File: src/rtl/ppu_mode_sequencer.sv
// rtl/ppu_mode_sequencer.sv - per-dot PPU mode/line sequencer with V-blank and STAT interrupts
//
// Purpose: owns the dot counter, LY and PPU_MODE for the pixel pipeline. Starts
// OAM scan and draw phases, ends draw on draw_done or timeout, and raises the
// V-blank and STAT (LCDC) interrupt request pulses.
//
// Ports:
//   clk          system clock, one dot per cycle
//   rst          asynchronous active-high reset
//   lcd_en       LCDC bit 7; low holds the sequencer idle at reset values
//   draw_done    one-cycle pulse from the pixel pipeline (160th pixel pushed)
//   lyc          LYC compare value
//   stat_en      STAT source enables: [3] LYC, [2] mode 2, [1] mode 1, [0] mode 0
//   PPU_MODE     0 H-blank, 1 V-blank, 2 OAM scan, 3 draw
//   LY           current line 0..153
//   dot          dot within the line 0..455
//   scan_start   pulse in the cycle mode 2 begins
//   draw_start   pulse in the cycle mode 3 begins
//   lyc_match    combinational LY == lyc
//   IRQ_V_BLANK  one-cycle V-blank request
//   IRQ_LCDC     one-cycle STAT request on a rising edge of the STAT line

module ppu_mode_sequencer #(
    parameter int DOTS_PER_LINE = 456,
    parameter int SCAN_DOTS     = 80,
    parameter int MAX_DRAW_DOTS = 289,
    parameter int VISIBLE_LINES = 144,
    parameter int TOTAL_LINES   = 154
) (
    input  logic       clk,
    input  logic       rst,
    input  logic       lcd_en,
    input  logic       draw_done,
    input  logic [7:0] lyc,
    input  logic [3:0] stat_en,
    output logic [1:0] PPU_MODE,
    output logic [7:0] LY,
    output logic [8:0] dot,
    output logic       scan_start,
    output logic       draw_start,
    output logic       lyc_match,
    output logic       IRQ_V_BLANK,
    output logic       IRQ_LCDC
);

    typedef enum logic [1:0] {
        MODE_HBLANK = 2'd0,
        MODE_VBLANK = 2'd1,
        MODE_SCAN   = 2'd2,
        MODE_DRAW   = 2'd3
    } mode_t;

    localparam logic [8:0] LAST_DOT  = 9'(DOTS_PER_LINE - 1);
    localparam logic [8:0] SCAN_LAST = 9'(SCAN_DOTS - 1);
    // Last dot that may still be in mode 3; the following edge forces H-blank.
    localparam logic [8:0] DRAW_LAST = 9'(SCAN_DOTS + MAX_DRAW_DOTS - 1);
    localparam logic [7:0] LAST_LINE = 8'(TOTAL_LINES - 1);
    localparam logic [7:0] VIS_LINES = 8'(VISIBLE_LINES);

    mode_t      mode_q, mode_d;
    logic [8:0] dot_q, dot_d;
    logic [7:0] ly_q, ly_d;
    logic       running_q, running_d;
    logic       stat_q, stat_d;
    logic       scan_q, scan_d;
    logic       draw_q, draw_d;
    logic       vbl_q, vbl_d;
    logic       lcdc_q, lcdc_d;

    always_comb begin
        dot_d     = dot_q;
        ly_d      = ly_q;
        mode_d    = mode_q;
        running_d = running_q;
        scan_d    = 1'b0;
        draw_d    = 1'b0;
        vbl_d     = 1'b0;
        stat_d    = 1'b0;
        lcdc_d    = 1'b0;

        if (!lcd_en) begin
            dot_d     = '0;
            ly_d      = '0;
            mode_d    = MODE_HBLANK;
            running_d = 1'b0;
        end else if (!running_q) begin
            // First enabled edge after idle: line 0 starts directly in OAM scan.
            dot_d     = '0;
            ly_d      = '0;
            mode_d    = MODE_SCAN;
            running_d = 1'b1;
            scan_d    = 1'b1;
        end else if (dot_q == LAST_DOT) begin
            dot_d = '0;
            ly_d  = (ly_q == LAST_LINE) ? 8'd0 : ly_q + 8'd1;
            if (ly_d < VIS_LINES) begin
                mode_d = MODE_SCAN;
                scan_d = 1'b1;
            end else begin
                mode_d = MODE_VBLANK;
                vbl_d  = (ly_d == VIS_LINES);
            end
        end else begin
            dot_d = dot_q + 9'd1;
            case (mode_q)
                MODE_SCAN: begin
                    if (dot_q == SCAN_LAST) begin
                        mode_d = MODE_DRAW;
                        draw_d = 1'b1;
                    end
                end
                MODE_DRAW: begin
                    // draw_done and timeout on the same edge collapse into one exit.
                    if (draw_done || dot_q == DRAW_LAST) begin
                        mode_d = MODE_HBLANK;
                    end
                end
                default: begin
                end
            endcase
        end

        if (lcd_en) begin
            // STAT line is evaluated on the state being entered, so the
            // interrupt lines up with the first cycle of the new mode/line.
            stat_d = ((ly_d == lyc) & stat_en[3])
                   | ((mode_d == MODE_SCAN)   & stat_en[2])
                   | ((mode_d == MODE_VBLANK) & stat_en[1])
                   | ((mode_d == MODE_HBLANK) & stat_en[0]);
            lcdc_d = stat_d & ~stat_q;
        end
    end

    always_ff @(posedge clk or posedge rst) begin
        if (rst) begin
            mode_q    <= MODE_HBLANK;
            dot_q     <= '0;
            ly_q      <= '0;
            running_q <= 1'b0;
            stat_q    <= 1'b0;
            scan_q    <= 1'b0;
            draw_q    <= 1'b0;
            vbl_q     <= 1'b0;
            lcdc_q    <= 1'b0;
        end else begin
            mode_q    <= mode_d;
            dot_q     <= dot_d;
            ly_q      <= ly_d;
            running_q <= running_d;
            stat_q    <= stat_d;
            scan_q    <= scan_d;
            draw_q    <= draw_d;
            vbl_q     <= vbl_d;
            lcdc_q    <= lcdc_d;
        end
    end

    assign PPU_MODE    = mode_q;
    assign LY          = ly_q;
    assign dot         = dot_q;
    assign scan_start  = scan_q;
    assign draw_start  = draw_q;
    assign IRQ_V_BLANK = vbl_q;
    assign IRQ_LCDC    = lcdc_q;
    assign lyc_match   = (ly_q == lyc);

endmodule

File: config.mk
export PLATFORM = sky130hd
export DESIGN_NAME = ppu_mode_sequencer
export DESIGN_NICKNAME = d
export VERILOG_FILES = /design/src/rtl/ppu_mode_sequencer.sv
export SDC_FILE = /design/constraint.sdc
export NUM_CORES = 1
export LEC_CHECK = 0
export CORE_ASPECT_RATIO = 1.75
export CORE_MARGIN = 10
export CORE_UTILIZATION = 35
export DETAILED_ROUTE_END_ITERATION = 12
export GPL_TIMING_DRIVEN = 0
export HOLD_SLACK_MARGIN = 0.03
export REMOVE_ABC_BUFFERS = 1
export SETUP_SLACK_MARGIN = 0.4
export SLEW_MARGIN = 10
export SYNTH_ARGS = -nofsm -noshare
export SYNTH_HDL_FRONTEND = slang
export SYNTH_SLANG_ARGS = --single-unit
File: constraint.sdc
create_clock -name clk -period 2.25 [get_ports clk]
set_input_delay 0.225 -clock clk [delete_from_list [all_inputs] [get_ports clk]]
set_output_delay 0.225 -clock clk [all_outputs]
set_load 0.02 [all_outputs]
* Yosys cells after proc, flatten, opt, wreduce, memory -nomap -nowiden
Cells that the tools add are included.
** Storage, ports and cells
- Memory bits (writable) :: 0
- Flip-flop bits (word level) :: 25
- Bits in latches :: 0
- Memories :: 0
- Input port bits :: 16
- Memory bits (read-only) :: 0
- Output and inout bits :: 24
** Cells by class
- Add/sub/neg operators :: 2
- Multipliers :: 0
- Bitwise logic cells :: 9
- Eq/ne operators :: 11
- Shifts and indexed selects :: 0
- Mux-type cells :: 30
- $lt $le $gt $ge :: 1
- Reductions and logical operators :: 2
- Divide/modulo/power cells :: 0
** Operator list (count)
- two-way mux 8 bit :: 4
- two-way mux 9 bit :: 3
- equality test 9 bit (second input constant) :: 2
- equality test 8 bit :: 2
- equality test 8 bit (second input constant) :: 2
- two-way mux 1 bit :: 16
- two-way mux 2 bit :: 6
- adder 9 x 1 -> 9 bit (second input constant) :: 1
- equality test 9 x 7 -> 1 bit (second input constant) :: 1
- adder 8 x 1 -> 8 bit (second input constant) :: 1
- less-than comparator 8 bit (second input constant) :: 1
- equality test 2 bit (second input constant) :: 3
- AND 1 bit :: 5
- one-hot mux 2 bit (2 select lines) :: 1
- bitwise OR 1 bit :: 3
- equality test 2 x 1 -> 1 bit (second input constant) :: 1
- zero test 2 bit :: 1
- logical OR 1 bit :: 1
- inverter 1 bit :: 1

* Longest topological paths before layout
Gate-level depths: netlist of run 1.
- Word-level depth :: 14
- Gate-level depth with buffers :: 9
- Gate-level depth less buffers :: 8

* Worst setup path after synthesis of run 1
Ideal clock, no wire load.
- Path type :: flip-flop to output port
- Start :: register ly_q[5], in the netlist LY[5]
- End :: output lyc_match
- Data arrival time :: 1979 ps
- Path slack :: 46 ps
- Path buffers :: 1
- Stages on the path, launching flop included :: 5
- Cells stage by stage :: dfrtp_1 buf_2 and2b_2 or3_1 nor4_1
** On the way
- Word-level cells in the longest chain between the ends :: 1
** RTL lines
- from (decl) :: line 62 : logic [7:0] ly_q, ly_d;
- from (signal assigned) :: line 148 : ly_q <= ly_d;
- equality test 8 bit :: line 165 : assign lyc_match = (ly_q == lyc);
- to (decl) :: line 41 : output logic lyc_match,
Every way passes these cells.

* Worst setup path in the final report of run 1
- Start :: register ly_q[1], in the netlist LY[1]
- End :: register stat_q
** On the way
- Word-level cells in the longest chain between the ends :: 13
- Elaborated cells on any way between the ends :: 23
- Classes of those cells :: add/sub (1); order compare (1); eq/ne (4); mux (9); bitwise (7); reduce/logical (1)
** RTL lines
- adder 8 x 1 -> 8 bit or equality test 8 bit (tied branches) :: line 95 : ly_d = (ly_q == LAST_LINE) ? 8'd0 : ly_q + 8'd1;
- two-way mux 8 bit :: line 95
- less-than comparator 8 bit :: line 96 : if (ly_d < VIS_LINES) begin
- two-way mux 2 bit :: line 96
- two-way mux 2 bit :: line 93 : end else if (dot_q == LAST_DOT) begin
- two-way mux 2 bit :: line 86 : end else if (!running_q) begin
- two-way mux 2 bit :: line 81 : if (!lcd_en) begin
- equality test 2 bit :: line 127 : | ((mode_d == MODE_SCAN) & stat_en[2])
- AND 1 bit :: line 127
- bitwise OR 1 bit :: line 127
- bitwise OR 1 bit :: line 128 : | ((mode_d == MODE_VBLANK) & stat_en[1])
- bitwise OR 1 bit (*) :: line 129 : | ((mode_d == MODE_HBLANK) & stat_en[0]);
- two-way mux 1 bit (*) :: line 123 : if (lcd_en) begin
- via stat_d :: line 64 : logic stat_q, stat_d;
- to (signal assigned) :: line 150 : stat_q <= stat_d;
- to (decl) :: line 64
Mark *: on every way through the listed nets, which the timed path passes. The rest lies on a longest branch.

==> results of run 1 <==
## power by group through the flow
stage	logic (mW)	registers, mW	clock network, mW
2_1_floorplan	0.0507	0.478	0
3_3_place_gp	0.120	0.473	0
3_5_place_dp	0.120	0.474	0
4_1_cts	0.123	0.465	0.294
5_1_grt	0.134	0.467	0.312
6_report	0.123	0.466	0.286
## cells by family after synthesis
family | synth area share
compound gates | 0.183
xor+xnor | 0.0526
fa+ha+maj | 0.0250
buf+inv | 0.0758
flops | 0.313
mux | 0.0100
simple gates | 0.341
## final timing paths
kind,endpoint,slack (ns),start,depth (start not counted)
max in group asynchronous,LY[1],1.06,rst,2
worst min register to register,IRQ_LCDC,0.50,stat_q,1
worst min-delay path,running_q,0.39,lcd_en,1
worst max register to register,stat_q,0.17,LY[1],8
worst max-delay path,stat_q,0.17,LY[1],8
min in group asynchronous,dot[6],0.50,rst,2
## synthesized netlist by cell type (3+ instances only)
library cell	n
sky130_fd_sc_hd__clkbuf_1	5
sky130_fd_sc_hd__nor2_1	27
sky130_fd_sc_hd__dfrtp_1	25
sky130_fd_sc_hd__xor2_1	7
sky130_fd_sc_hd__o211ai_1	3
sky130_fd_sc_hd__a21oi_1	11
sky130_fd_sc_hd__nor4_1	4
sky130_fd_sc_hd__nor3_1	6
sky130_fd_sc_hd__nand2_1	16
sky130_fd_sc_hd__and3_1	7
sky130_fd_sc_hd__nor2b_1	3
sky130_fd_sc_hd__and2b_2	3
sky130_fd_sc_hd__buf_6	3
sky130_fd_sc_hd__buf_2	4
sky130_fd_sc_hd__inv_1	10
sky130_fd_sc_hd__or3_1	4
sky130_fd_sc_hd__ha_1	4
sky130_fd_sc_hd__nand4_1	7
sky130_fd_sc_hd__o21ai_0	12
sky130_fd_sc_hd__nand3_1	13
sky130_fd_sc_hd__xnor2_1	5
## critical path: cells and delay by family (launching register included)
kind,cells,cell delay [ns]
AND/OR/NAND/NOR,3,0.65
adder cells (fa/ha/maj),1,0.20
flip-flops,1,0.45
AO/OA/AOI/OAI,4,0.67
## registers in the layout (all words and copies together), names as in the netlist
signal and cells:
LY 8, running_q 1, IRQ_LCDC 1, draw_start 1, IRQ_V_BLANK 1, PPU_MODE 2, stat_q 1, dot 9
scan_start 1
## cell type report
cell class | count | area share
tap | 76 | 0.0333
inverter | 10 | 0.0132
multi-input combinational | 187 | 0.476
sequential | 25 | 0.225
clock buffer | 4 | 0.0158
timing repair buffer | 77 | 0.237
## what timing repair did
item | CTS | global route
buffers inserted | 29 | 9
pin swaps | 6 | 11
endpoints found under the setup margin | 13 | 9
gates cloned | 1 | 0
resized for setup | 43 | 14
## metal layers
layer,track usage,part of all wire,routed length (µm),up-vias
li1,-,-,-,1008
met1,0.147,0.36,2480,1038
met2,0.260,0.52,3560,96
met3,0.0291,0.061,418,35
met4,0.0906,0.056,385,0
met5,0,0,0,-
==> results.txt, run 1 <==
result of the run = completed
dpl hpwl = 4510 µm
largest area contributor in the synthesized netlist = sky130_fd_sc_hd__dfrtp_1
final worst slack = 0.166 ns
actual slew at the worst max-slew pin = 1.03 ns
Setup TNS Final = 0 ns
via count = 2,177
overall global routing resource usage = 0.144
fin util = 0.515
number of antenna violations at the first check in global routing = 0
multi-input combinational cell area = 1360 µm²
number of input and output port buffers inserted = 39
number of placement rows = 36
synthesis-stage register bit count = 25
fraction of synthesized cell area taken by the top area cell type = 0.313
CTS sink cnt = 25
arrival time at the worst endpoint = 2.24 ns
count of warnings emitted by yosys = 0
clk_lat worst skew = 0.28 ns
Max H-tree Level = 1
Synth Flop Type = sky130_fd_sc_hd__dfrtp_1
area growth from synthesis to final layout = 42.7%
post-layout net count = 324
post-layout instance area = 2850 µm²
cell internal pwr = 0.641 mW
CTS root buffer = sky130_fd_sc_hd__clkbuf_8
switching component of the power = 0.233 mW
Max Cap Viol = 0
cell types with the largest area share after synthesis = sky130_fd_sc_hd__dfrtp_1, sky130_fd_sc_hd__nor2_1, sky130_fd_sc_hd__nand3_1
mean post-synth cell area = 8.43 µm²
detail-routed via count per cell = 5.74
worst-case clock buffer depth = 2
largest net degree at the start of global routing = 26
count of hold-fix buffers inserted at cts = 0
final wirelength = 6840 µm
worst clock skew = 0.00587 ns
number of endpoints with negative hold slack in the final report = 0
sequential fraction of design power = 0.532
final routed DRC violation total = 0
ant diodes = 0
fin crit share = 0.926
startpoint types = flip-flop
via count of the first global-routing pass = 2,206
Final min period = 2.08 ns
setup violators final = 0
top-level port count = 40
number of enable flip-flop cells after synthesis = 0
wire per inst = 18.1 µm
clock slew at the register clock pins of the worst setup and hold paths = 0.10 ns
type of the worst setup path = flip-flop to flip-flop
residual overflow from global routing = 0
Pwr Density = 307 nW/µm²
post-route insts no fill = 379
slowest CP cell = sky130_fd_sc_hd__dfrtp_2
# placed instances = 336
GP Congestion = 0.901
Max-Slew Margin vs Limit = 0.310
async set-reset flop share out of synthesis = 1.00
Combinational Power Share = 0.141
CP peak stage delay = 0.45 ns
cell area after synthesis = 2000 µm²
unrepaired setup endpoints after global routing = true
share of total power in the clock network = 0.327
iteration count of the initial detailed-routing pass = 5
sort of element at the end of the critical path = flip-flop
Leakage = 1.13 nW
Worst Hold Class = input port to flip-flop
global-route wire length before repair = 11,000 µm
cell area after placement = 2370 µm²
Die Footprint = 9250 µm²
Seq/Total Area, Yosys = 0.313
number of standard cells after synthesis = 237
number of distinct library cell variants in the gate-level netlist after synthesis = 65
PnR Total Power = 0.875 mW
Worst VDD drop = 0.000143 V
Post-Route Hold Slack = 0.393 ns
violation count after the first detailed-routing iteration = 167
most common cell after layout, fill and taps aside = sky130_fd_sc_hd__buf_4
worst endpoint required time = 2.41 ns
number of routed nets with antenna violations = 0
x dimension of the die = 77.1 µm
ordered list of cells on the worst path = ha_4 > nand2_1 > or3_1 > a21oi_1 > o311ai_2 > o2111a_1 > nand2_1 > o211ai_1
Num CTS Buffers = 3
highest attainable clock frequency = 480 MHz
core footprint = 5540 µm²
critical path peak fanout = 7
vertical die dimension = 120 µm
count of fill cells added during filler insertion = 530
TritonCTS clock tree = done
top library cells by usage in the layout, fill and taps aside = sky130_fd_sc_hd__buf_4, sky130_fd_sc_hd__clkdlybuf4s50_1, sky130_fd_sc_hd__nor2_1
starting utilization of the core area = 0.361
Critical Path Most Common Cell = sky130_fd_sc_hd__nand2_1
switching share of total power = 0.267
final max-slew violation count = 0
Register Area = 642 µm²
dpl ws = -0.333 ns
share of final-layout standard cells stronger than drive strength 1 = 0.307
(Power assumes the default switching activity.)
==> run 2: changes to the inputs <==
RECOVER_POWER = 100   (was unset)
==> results.txt, run 2 (synthesis gave the netlist of run 1 again) <==
most common cell after layout, fill and taps aside = sky130_fd_sc_hd__buf_4
TritonCTS clock tree = done
wire per inst = 18.0 µm
Worst VDD drop = 0.000142 V
unrepaired setup endpoints after global routing = true
clock slew at the register clock pins of the worst setup and hold paths = 0.09 ns
Endpoint, Worst Hold = running_q
Setup TNS Final = 0 ns
Combinational Power Share = 0.137
x dimension of the die = 77.1 µm
GP Congestion = 0.901
top library cells by usage in the layout, fill and taps aside = sky130_fd_sc_hd__buf_4, sky130_fd_sc_hd__nor2_1, sky130_fd_sc_hd__dlygate4sd3_1
post-layout net count = 324
violation count after the first detailed-routing iteration = 141
final max-slew violation count = 0
r2r setup slk = 0.16 ns
Leakage = 1.19 nW
core footprint = 5540 µm²
result of the run = completed
top-level port count = 40
setup violators final = 0
cell internal pwr = 0.638 mW
number of antenna violations at the first check in global routing = 0
R2R cell count = 7
actual slew at the worst max-slew pin = 1.04 ns
CTS root buffer = sky130_fd_sc_hd__clkbuf_8
Worst Hold Class = input port to flip-flop
number of placement rows = 36
number of endpoints with negative hold slack in the final report = 0
startpoint of the worst register-to-register path = LY[5]
number of cells traversed by the worst hold path = 1
Pwr Density = 309 nW/µm²
area growth from synthesis to final layout = 41.1%
switching component of the power = 0.232 mW
clk_lat worst skew = 0.28 ns
critical path peak fanout = 7
final wirelength = 6840 µm
Max-Slew Margin vs Limit = 0.307
max reg flops = 9
Final min period = 2.14 ns
share of total power in the clock network = 0.328
via count of the first global-routing pass = 2,206
largest net degree at the start of global routing = 26
PnR Total Power = 0.870 mW
Num CTS Buffers = 3
worst-case clock buffer depth = 2
ant diodes = 0
starting utilization of the core area = 0.361
sort of element at the end of the critical path = output port
Max Cap Viol = 0
endpoint of the lowest-slack register-to-register path = stat_q
iteration count of the initial detailed-routing pass = 4
Die Footprint = 9250 µm²
final routed DRC violation total = 0
detail-routed via count per cell = 5.79
fin util = 0.509
highest attainable clock frequency = 467 MHz
sequential fraction of design power = 0.535
fin crit share = 0.951
vertical die dimension = 120 µm
Max H-tree Level = 1
worst endpoint required time = 2.03 ns
number of input and output port buffers inserted = 39
type of the worst setup path = flip-flop to output port
startpoint types = flip-flop
via count = 2,193
number of routed nets with antenna violations = 0
dpl hpwl = 4510 µm
residual overflow from global routing = 0
arrival time at the worst endpoint = 1.91 ns
global-route wire length before repair = 11,000 µm
overall global routing resource usage = 0.144
share of final-layout standard cells stronger than drive strength 1 = 0.284
worst clock skew = 0.00695 ns
Post-Route Hold Slack = 0.390 ns
switching share of total power = 0.267
CTS sink cnt = 25
critical hold path startpoint = lcd_en
[run 2: cell count changes in the layout (fill, tap and decap cells not counted), moves of 2 or more]
cell	previous run	this run
sky130_fd_sc_hd__clkbuf_4	0	2
sky130_fd_sc_hd__buf_4	37	32
sky130_fd_sc_hd__dlygate4sd3_1	0	23
sky130_fd_sc_hd__clkbuf_1	1	4
sky130_fd_sc_hd__clkdlybuf4s50_1	33	10
[run 2: layer usage]
layer | up-vias | GRT usage | share of wire
met1 | 1055 | 0.147 | 0.36
met5 | - | 0 | 0
met3 | 33 | 0.0291 | 0.060
met2 | 99 | 0.260 | 0.52
met4 | 0 | 0.0906 | 0.052
li1 | 1006 | - | -
[run 2: what timing repair did]
item	in CTS	in global routing
hold buffers	0	0
pin swaps	6	11
gates resized for setup	43	14
endpoints found under the setup margin	13	9
setup buffers	29	9
gates cloned	1	0
[run 2: critical path: stages (launching register included)]
cell and delay, ns:
sky130_fd_sc_hd__dfrtp_1 0.50, sky130_fd_sc_hd__and2b_2 0.27, sky130_fd_sc_hd__or3_1 0.37, sky130_fd_sc_hd__nor4_1 0.28, sky130_fd_sc_hd__clkbuf_2 0.22
[run 2: cell type report]
type,instances,area [µm²]
clock buffers,4,45.0
fillers,534,2720
inverters,10,37.5
multi-input cells,187,1340
flip-flops and latches,25,641
well taps,76,95.1
repair buffers,77,664
[run 2: through the flow]
stage | std cells | cell area, µm² | worst slack [ns]
global placement | 336 | 2370 | -0.334
detailed placement | 336 | 2370 | -0.333
finish | 379 | 2820 | 0.111
CTS | 370 | 2740 | 0.178
global route | 379 | 2820 | 0.0386
floorplan | 221 | 1880 | 0.0411
[run 2: worst max path at each step]
stage	startpoint	to	slack [ns]
2_1_floorplan	LY[0]	IRQ_LCDC	0.04
3_3_place_gp	lyc[3]	lyc_match	-0.33
3_5_place_dp	lcd_en	IRQ_LCDC	-0.33
4_1_cts	dot[5]	stat_q	0.18
5_1_grt	LY[5]	lyc_match	0.04
6_report	LY[5]	lyc_match	0.11
[run 2: power by group through the flow]
stage / Sequential (mW) / Clock [mW] / Combinational, mW
3_3_place_gp: 0.473 / 0 / 0.120
6_report: 0.465 / 0.286 / 0.120
4_1_cts: 0.465 / 0.294 / 0.123
5_1_grt: 0.467 / 0.312 / 0.130
3_5_place_dp: 0.474 / 0 / 0.120
2_1_floorplan: 0.478 / 0 / 0.0507
==> run 3: changes to the inputs <==
CORE_ASPECT_RATIO = 0.75   (was 1.75)
CTS_CLUSTER_DIAMETER = 40   (was unset)
==> results.txt, run 3 (synthesis gave the netlist of run 1 again) <==
actual slew at the worst max-slew pin = 0.974 ns
r2r setup slk = 0.13 ns
arrival time at the worst endpoint = 1.91 ns
critical hold path startpoint = lcd_en
ordered list of cells on the worst path = and2b_2 > or3_4 > nor4_2 > clkbuf_1
x dimension of the die = 107 µm
highest attainable clock frequency = 469 MHz
final max-slew violation count = 0
overall global routing resource usage = 0.141
post-layout instance area = 2910 µm²
worst-case clock buffer depth = 2
worst endpoint required time = 2.03 ns
buffers plus inverters on the worst setup path = 1
Leakage = 1.23 nW
startpoint of the worst register-to-register path = LY[5]
Die Footprint = 9160 µm²
setup violators final = 0
final routed DRC violation total = 0
gate family responsible for the most delay along the worst path = simple AND/OR/NAND/NOR gates
number of routed nets with antenna violations = 0
Worst VDD drop = 0.000206 V
Pwr Density = 297 nW/µm²
Post-Route Hold Slack = 0.432 ns
number of cells traversed by the worst hold path = 1
worst clock skew = 0.00402 ns
detail-routed via count per cell = 5.69
residual overflow from global routing = 0
number of endpoints with negative hold slack in the final report = 0
clock slew at the register clock pins of the worst setup and hold paths = 0.09 ns
critical path peak fanout = 7
Final min period = 2.13 ns
starting utilization of the core area = 0.367
via count of the first global-routing pass = 2,022
vertical die dimension = 85.4 µm
clk_lat worst skew = 0.27 ns
result of the run = completed
most common cell after layout, fill and taps aside = sky130_fd_sc_hd__buf_4
TritonCTS clock tree = done
iteration count of the initial detailed-routing pass = 5
core footprint = 5440 µm²
Num CTS Buffers = 3
R2R cell count = 8
wire per inst = 17.4 µm
CP peak stage delay = 0.45 ns
top library cells by usage in the layout, fill and taps aside = sky130_fd_sc_hd__buf_4, sky130_fd_sc_hd__nor2_1, sky130_fd_sc_hd__dlygate4sd3_1
unrepaired setup endpoints after global routing = true
GP Congestion = 0.943
# placed instances = 335
violation count after the first detailed-routing iteration = 174
sort of element at the end of the critical path = output port
type of the worst setup path = flip-flop to output port
CTS sink cnt = 25
endpoint of the lowest-slack register-to-register path = IRQ_LCDC
post-route insts no fill = 377
global-route wire length before repair = 10,500 µm
share of final-layout standard cells stronger than drive strength 1 = 0.308
ant diodes = 0
CTS root buffer = sky130_fd_sc_hd__clkbuf_8
max reg flops = 9
Endpoint, Worst Hold = running_q
Worst Hold Class = input port to flip-flop
Max Cap Viol = 0
largest net degree at the start of global routing = 26
number of input and output port buffers inserted = 39
top-level port count = 40
cell area after placement = 2370 µm²
number of placement rows = 23
slowest CP cell = sky130_fd_sc_hd__dfrtp_2
fin crit share = 0.947
final wirelength = 6550 µm
startpoint types = flip-flop
via count = 2,145
post-layout net count = 323
number of antenna violations at the first check in global routing = 0
dpl hpwl = 4420 µm
Max-Slew Margin vs Limit = 0.350
area growth from synthesis to final layout = 45.8%
Max H-tree Level = 1
run 3: cell count changes in the layout (fill, tap and decap cells not counted), sizes merged:
cell	change
buf	+3
clkbuf	-4
clkdlybuf4s50	+2
dlygate4sd2	-1
dlymetal6s2s	-1
run 3: how the worst max path moves through the flow:
stage,startpoint,to,cells past startpoint
after detailed placement,lcd_en,stat_q,8
after floorplan,LY[0],IRQ_LCDC,8
after global routing,dot[0],IRQ_LCDC,8
after global placement,lcd_en,stat_q,8
after CTS,LY[0],IRQ_LCDC,8
final,LY[5],lyc_match,4
run 3: worst register-to-register path: stages, from the launching register on:
cell,delay (ns)
sky130_fd_sc_hd__dfrtp_2,0.47
sky130_fd_sc_hd__and4bb_1,0.31
sky130_fd_sc_hd__and4b_1,0.32
sky130_fd_sc_hd__buf_12,0.15
sky130_fd_sc_hd__nor4_1,0.04
sky130_fd_sc_hd__o21ai_0,0.17
sky130_fd_sc_hd__o2111a_1,0.25
sky130_fd_sc_hd__nand2_2,0.10
sky130_fd_sc_hd__o31ai_2,0.20
run 3: report_power, final:
part / switching (mW) / internal, mW
Clock: 0.146 / 0.127
Sequential: 0.00998 / 0.456
Combinational: 0.0669 / 0.0598
run 3: final cells by class:
type | instances | area, µm²
Tap cell | 75 | 93.8
Timing Repair Buffer | 76 | 682
Fill cell | 497 | 2530
Sequential cell | 25 | 639
Clock buffer | 4 | 45.0
Inverter | 10 | 40.0
Multi-Input combinational cell | 187 | 1410
run 3: per-stage QoR:
stage / util / worst slack [ns] / setup TNS [ns] / total power, mW
6_report: 0.536 / 0.120 / 0 / 0.866
5_1_grt: 0.536 / 0.0254 / 0 / 0.904
4_1_cts: 0.525 / 0.170 / 0 / 0.873
3_5_place_dp: 0.435 / -0.399 / -1.05 / 0.593
3_3_place_gp: 0.435 / -0.385 / -1.02 / 0.591
2_1_floorplan: - / 0.0411 / 0 / 0.529
run 3: routing by layer:
layer | vias to the layer above | GRT usage | wire length (µm)
li1 | 1002 | - | -
met1 | 1023 | 0.198 | 3060
met2 | 112 | 0.205 | 2820
met3 | 8 | 0.0393 | 605
met4 | 0 | 0.0356 | 60
met5 | - | 0 | 0
run 3: what timing repair did:
| item | CTS | global route |
|---|---|---|
| gates resized for setup | 55 | 14 |
| setup buffers | 36 | 1 |
| hold buffers | 0 | 0 |
| setup endpoints to repair | 13 | 6 |
| cloned | 1 | 0 |
| pin swaps | 17 | 9 |
